File: config.mk
export PLATFORM = sky130hd
export DESIGN_NAME = logic_unit_pipe_flat
export DESIGN_NICKNAME = d
export VERILOG_FILES = /design/src/rtl/logic_unit_pipe_if.sv /design/src/rtl/logic_unit_pipe.sv /design/src/flat_wrapper.sv
export SDC_FILE = /design/constraint.sdc
export NUM_CORES = 1
export LEC_CHECK = 0
export BUFFER_PORTS_ARGS = -buffer_cell sky130_fd_sc_hd__clkbuf_2
export CORE_MARGIN = 3
export CORE_UTILIZATION = 50
export DETAILED_ROUTE_END_ITERATION = 6
export PLACE_DENSITY = 0.81
export SETUP_SLACK_MARGIN = 0.3
export SLEW_MARGIN = 20
export SYNTH_ARGS = -nofsm -noshare
export SYNTH_HDL_FRONTEND = slang
export SYNTH_SLANG_ARGS = --single-unit
File: constraint.sdc
create_clock -name clk -period 2.2 [get_ports clk]
set_input_delay 0.44 -clock clk [delete_from_list [all_inputs] [get_ports clk]]
set_output_delay 0.44 -clock clk [all_outputs]
set_load 0.02 [all_outputs]
File: src/rtl/logic_unit_pipe_if.sv
// Streaming bus for logic_unit_pipe: input beat handshake, operation controls,
// and the registered result handshake.
interface logic_unit_pipe_if #(
  parameter int WIDTH = 8
);
  logic             in_valid;
  logic             in_ready;
  logic [WIDTH-1:0] A;
  logic [WIDTH-1:0] B;
  logic [2:0]       op;
  logic             acc_en;
  logic             acc_clr;
  logic             out_valid;
  logic             out_ready;
  logic [WIDTH-1:0] Y;
  logic             Y_zero;
  logic             Y_par;

  modport master (
    output in_valid, A, B, op, acc_en, acc_clr, out_ready,
    input  in_ready, out_valid, Y, Y_zero, Y_par
  );

  modport slave (
    input  in_valid, A, B, op, acc_en, acc_clr, out_ready,
    output in_ready, out_valid, Y, Y_zero, Y_par
  );
endinterface

File: src/rtl/logic_unit_pipe.sv
// Two-stage valid/ready bitwise logic ALU slice with an optional running
// accumulator that can replace operand B.
module logic_unit_pipe #(
  parameter int WIDTH = 8
) (
  input  logic             clk,
  input  logic             rst_n,
  logic_unit_pipe_if.slave bus
);

  localparam logic [2:0] OP_AND  = 3'd0;
  localparam logic [2:0] OP_NAND = 3'd1;
  localparam logic [2:0] OP_OR   = 3'd2;
  localparam logic [2:0] OP_NOR  = 3'd3;
  localparam logic [2:0] OP_XOR  = 3'd4;
  localparam logic [2:0] OP_XNOR = 3'd5;
  localparam logic [2:0] OP_NOTA = 3'd6;

  logic             v1_q, v1_d;
  logic             v2_q, v2_d;
  logic [WIDTH-1:0] r1_q, r1_d;
  logic [WIDTH-1:0] acc_q, acc_d;
  logic [WIDTH-1:0] y_q, y_d;
  logic             y_zero_q, y_zero_d;
  logic             y_par_q, y_par_d;

  logic             s2_adv;
  logic             in_ready;
  logic             accept;
  logic [WIDTH-1:0] b_sel;
  logic [WIDTH-1:0] f_res;

  always_comb begin
    s2_adv   = v1_q && (!v2_q || bus.out_ready);
    in_ready = !v1_q || s2_adv;
    accept   = bus.in_valid && in_ready;
  end

  // acc_clr zeroes the accumulator operand for this beat, so a clear-and-use
  // beat sees 0 rather than the stale value.
  always_comb begin
    b_sel = bus.B;
    if (bus.acc_en) begin
      b_sel = bus.acc_clr ? '0 : acc_q;
    end
  end

  always_comb begin
    f_res = bus.A;
    case (bus.op)
      OP_AND:  f_res = bus.A & b_sel;
      OP_NAND: f_res = ~(bus.A & b_sel);
      OP_OR:   f_res = bus.A | b_sel;
      OP_NOR:  f_res = ~(bus.A | b_sel);
      OP_XOR:  f_res = bus.A ^ b_sel;
      OP_XNOR: f_res = ~(bus.A ^ b_sel);
      OP_NOTA: f_res = ~bus.A;
      default: f_res = bus.A;
    endcase
  end

  always_comb begin
    v1_d  = v1_q;
    r1_d  = r1_q;
    acc_d = acc_q;
    if (accept) begin
      v1_d = 1'b1;
      r1_d = f_res;
      if (bus.acc_en) begin
        acc_d = f_res;
      end else if (bus.acc_clr) begin
        acc_d = '0;
      end
    end else if (s2_adv) begin
      v1_d = 1'b0;
    end
  end

  always_comb begin
    v2_d     = v2_q;
    y_d      = y_q;
    y_zero_d = y_zero_q;
    y_par_d  = y_par_q;
    if (s2_adv) begin
      v2_d     = 1'b1;
      y_d      = r1_q;
      y_zero_d = (r1_q == '0);
      y_par_d  = ^r1_q;
    end else if (v2_q && bus.out_ready) begin
      v2_d = 1'b0;
    end
  end

  always_ff @(posedge clk) begin
    if (!rst_n) begin
      v1_q     <= 1'b0;
      v2_q     <= 1'b0;
      r1_q     <= '0;
      acc_q    <= '0;
      y_q      <= '0;
      y_zero_q <= 1'b1;
      y_par_q  <= 1'b0;
    end else begin
      v1_q     <= v1_d;
      v2_q     <= v2_d;
      r1_q     <= r1_d;
      acc_q    <= acc_d;
      y_q      <= y_d;
      y_zero_q <= y_zero_d;
      y_par_q  <= y_par_d;
    end
  end

  assign bus.in_ready  = in_ready;
  assign bus.out_valid = v2_q;
  assign bus.Y         = y_q;
  assign bus.Y_zero    = y_zero_q;
  assign bus.Y_par     = y_par_q;

endmodule
File: src/flat_wrapper.sv
// flat-port wrapper written by rule: the top's interface ports become plain ports
module logic_unit_pipe_flat 
#(
  parameter int WIDTH = 8
)
  (clk, rst_n, bus_in_valid, bus_A, bus_B, bus_op, bus_acc_en, bus_acc_clr, bus_out_ready, bus_in_ready, bus_out_valid, bus_Y, bus_Y_zero, bus_Y_par);
  logic_unit_pipe_if #(.WIDTH(WIDTH)) bus_i ();
  input  logic clk;
  input  logic rst_n;
  input wire logic [$bits(bus_i.in_valid)-1:0] bus_in_valid;
  input wire logic [$bits(bus_i.A)-1:0] bus_A;
  input wire logic [$bits(bus_i.B)-1:0] bus_B;
  input wire logic [$bits(bus_i.op)-1:0] bus_op;
  input wire logic [$bits(bus_i.acc_en)-1:0] bus_acc_en;
  input wire logic [$bits(bus_i.acc_clr)-1:0] bus_acc_clr;
  input wire logic [$bits(bus_i.out_ready)-1:0] bus_out_ready;
  output wire logic [$bits(bus_i.in_ready)-1:0] bus_in_ready;
  output wire logic [$bits(bus_i.out_valid)-1:0] bus_out_valid;
  output wire logic [$bits(bus_i.Y)-1:0] bus_Y;
  output wire logic [$bits(bus_i.Y_zero)-1:0] bus_Y_zero;
  output wire logic [$bits(bus_i.Y_par)-1:0] bus_Y_par;
  assign bus_i.in_valid = bus_in_valid;
  assign bus_i.A = bus_A;
  assign bus_i.B = bus_B;
  assign bus_i.op = bus_op;
  assign bus_i.acc_en = bus_acc_en;
  assign bus_i.acc_clr = bus_acc_clr;
  assign bus_i.out_ready = bus_out_ready;
  assign bus_in_ready = bus_i.in_ready;
  assign bus_out_valid = bus_i.out_valid;
  assign bus_Y = bus_i.Y;
  assign bus_Y_zero = bus_i.Y_zero;
  assign bus_Y_par = bus_i.Y_par;
  logic_unit_pipe #(.WIDTH(WIDTH)) u_core (.clk(clk), .rst_n(rst_n), .bus(bus_i));
endmodule
==> reports/results.tsv <==
metric	value	unit
# setup viols final	0	
pin count of the biggest net entering global routing	33	
die span in y	71.2	um
DR vias	1880	
clock sinks	28	
vias in the first global route	1724	
core box area	4060	um2
critical path type	primary input to flop	
Slew @ Worst Pin	0.626	ns
post-DR wirelength/cell	13.1	um
final worst slack	0.407	ns
Switching Power	0.365	mW
first-pass GRT wire length	7650	um
dpl ws	-0.0257	ns
power per cell area	512	nW/um2
WL final	4390	um
H-tree depth	1	
final-report max-slew violation count	0	
HPWL Detailed	3360	um
port bufs	36	
Post-CTS Repair Setup Buffers	0	
worst skew pair latency	0.27	ns
syn avg cell area	8.31	um2
post-route ant nets	0	
Die ar.	5070	um2
power share of the combinational group	0.288	
Sw Share	0.299	
TritonCTS buffer count	3	
initial antenna violation count	0	
# nets final	330	
ant diodes	0	
Achievable Freq	558	MHz
Pleak	1.09	nW
post-synthesis net count	301	
Root Buffer	clkbuf_8	
worst-path fanout max	11	
final-report hold violation count	0	
peak supply drop	0.441	mV
CP required	2.38	ns
Critical Path AT	1.98	ns
cells after synthesis	256	
Int Pwr	0.857	mW
worst-case clock buffer depth	2	
drt pass-1 iters	4	
# IOs	37	
yosys warns	0	
DRT iter0 DRCs	113	
CTS tree	yes	
GRT overflow	0	
Area Growth Syn to Fin	12.2	%
sequential area share after synthesis	0.264	
Via density	5.63	
maxcap violations	0	
Reg clk slew, reported paths	0.09	ns
post-cts resize count	1	
hold_buf cts	0	
Clk pwr share	0.256	
Die X-Extent	71.2	um
Starting Density	0.524	
Final Cycle Share	0.815	
sequential power share	0.456	
Hold/Removal Path Class	primary input to flop	
Final Critical Period	1.79	ns
DRC	0	
Unique masters post-synth	38	
status	finished clean	
Relative slew margins	0.583	
unrepaired setup endpoints after global routing	false	
all-layer global routing usage	0.181	
CP startpoint kind	primary input	
#FFs+latches synth	28	
share of layout cells above drive strength 1	0.187	
Clock Skew	0.00397	ns
Finished Layout Cells	334	
Cell Area, Synth	2130	um2
Placed Cells	330	
gpl congestion	0.871	
Final Core Density	0.588	
std cell rows	23	
critical path endpoint category	flop	
==> power groups by stage <==
stage / Sequential (mW) / Clock, mW / Combinational, mW
final: 0.558 / 0.313 / 0.352
after detailed placement: 0.569 / 0 / 0.347
after global placement: 0.569 / 0 / 0.340
after floorplan: 0.576 / 0 / 0.256
after CTS: 0.557 / 0.320 / 0.350
after global routing: 0.562 / 0.335 / 0.397
==> worst max-delay path: stages <==
cell and delay [ns]:
clkbuf_4 0.16, buf_12 0.15, o21ai_1 0.21, inv_1 0.07, ha_1 0.29, nor2b_1 0.12
o31ai_1 0.08, o211a_1 0.18, o32ai_1 0.27
==> cells by family after synthesis <==
family,synth area share
buf+inv,0.116
flops,0.264
mux,0.100
xor+xnor,0.0124
compound gates,0.220
fa+ha+maj,0.118
simple gates,0.170
==> cells in the final DEF, fill, tap and decap left out, types with 2 or more instances in the layout <==
cell      Yosys  final
o32ai_1      16     16
o211a_1       5      5
mux2i_1      19     18
buf_12        0      2
nor3_1        7      7
clkbuf_2      0     35
nor2b_1       7      7
nand3b_1      8      8
ha_1         20     20
o21ai_0      15     11
clkbuf_8      0      4
o21a_1        7      7
o31ai_1       5      5
dfxtp_1      28     28
a21oi_1       6      6
o21ai_1       4      7
nor2_1       10     10
o311a_1       2      2
nor3b_1       5      4
xnor2_1       2      2
nand2_1      23     23
nor3b_2       1      2
inv_1        33     33
buf_4         0      3
nand3_1       2      2
nand2b_1      3      3
o221ai_1      2      2
==> cells in the mapped netlist, drive strengths merged <==
| library cell | count | area share |
|---|---|---|
| inv | 34 | 0.060 |
| xor2 | 1 | 0.0041 |
| a21oi | 7 | 0.018 |
| clkbuf | 5 | 0.011 |
| nand2 | 23 | 0.041 |
| o311ai | 1 | 0.0041 |
| nor2b | 8 | 0.027 |
| o211ai | 1 | 0.0035 |
| mux2i | 19 | 0.089 |
| nand3b | 8 | 0.028 |
| o21ai | 19 | 0.045 |
| o311a | 2 | 0.0094 |
| nand4 | 1 | 0.0029 |
| nor3 | 7 | 0.016 |
| o21a | 7 | 0.025 |
| o211a | 5 | 0.024 |
| buf | 12 | 0.044 |
| o32ai | 16 | 0.066 |
| clkinv | 1 | 0.0018 |
| xnor2 | 2 | 0.0082 |
| nand2b | 3 | 0.0088 |
| nand3 | 2 | 0.0047 |
| mux4 | 1 | 0.011 |
| o221ai | 2 | 0.0082 |
| o31ai | 5 | 0.018 |
| dfxtp | 28 | 0.26 |
| ha | 20 | 0.12 |
| nor2 | 10 | 0.018 |
| nor3b | 6 | 0.024 |
==> sequential cells by signal (all words and copies together) (netlist names) <==
| name | flops |
|---|---|
| u_core.bus.Y_zero | 1 |
| u_core.bus.out_valid | 1 |
| u_core.bus.Y | 8 |
| u_core.v1_q | 1 |
| u_core.acc_q | 8 |
| u_core.r1_q | 8 |
| u_core.bus.Y_par | 1 |
==> stage by stage <==
stage	hold WS, ns	setup TNS (ns)	total power, mW	area (um2)
final	0.397	0	1.22	2390
after global routing	0.409	0	1.29	2390
after CTS	0.396	0	1.23	2370
after detailed placement	0.464	-0.0257	0.917	2320
after global placement	0.464	0	0.909	2320
after floorplan	0.450	0	0.832	2150
==> layer usage <==
layer / track usage / wire (um) / vias up
met3: 0.0323 / 160 / 6
li1: - / - / 962
met4: 0.0480 / 62 / 0
met5: 0 / 0 / -
met1: 0.243 / 2040 / 871
met2: 0.299 / 2120 / 41
==> layout make-up <==
cell class | instances | area [um2]
Timing Repair Buffer | 41 | 245
Inverter | 35 | 131
Clock buffer | 4 | 55.1
Tap cell | 50 | 62.6
Fill cell | 348 | 1670
Multi-Input combinational cell | 176 | 1330
Sequential cell | 28 | 561
==> worst paths after layout <==
| kind | slack (ns) | startpoint | cells after the start | to |
|---|---|---|---|---|
| setup / recovery | 0.41 | bus_acc_en | 9 | u_core.r1_q[0]$_SDFFE_PN0P_ |
| setup reg to reg | 0.45 | u_core.acc_q[4]$_SDFFE_PN0P_ | 7 | u_core.acc_q[4]$_SDFFE_PN0P_ |
| hold / removal | 0.40 | bus_in_valid | 3 | u_core.v1_q$_SDFFE_PN0P_ |
| hold reg to reg | 0.48 | u_core.acc_q[1]$_SDFFE_PN0P_ | 2 | u_core.acc_q[1]$_SDFFE_PN0P_ |
Note: power is estimated with default switching activity, not from simulation.
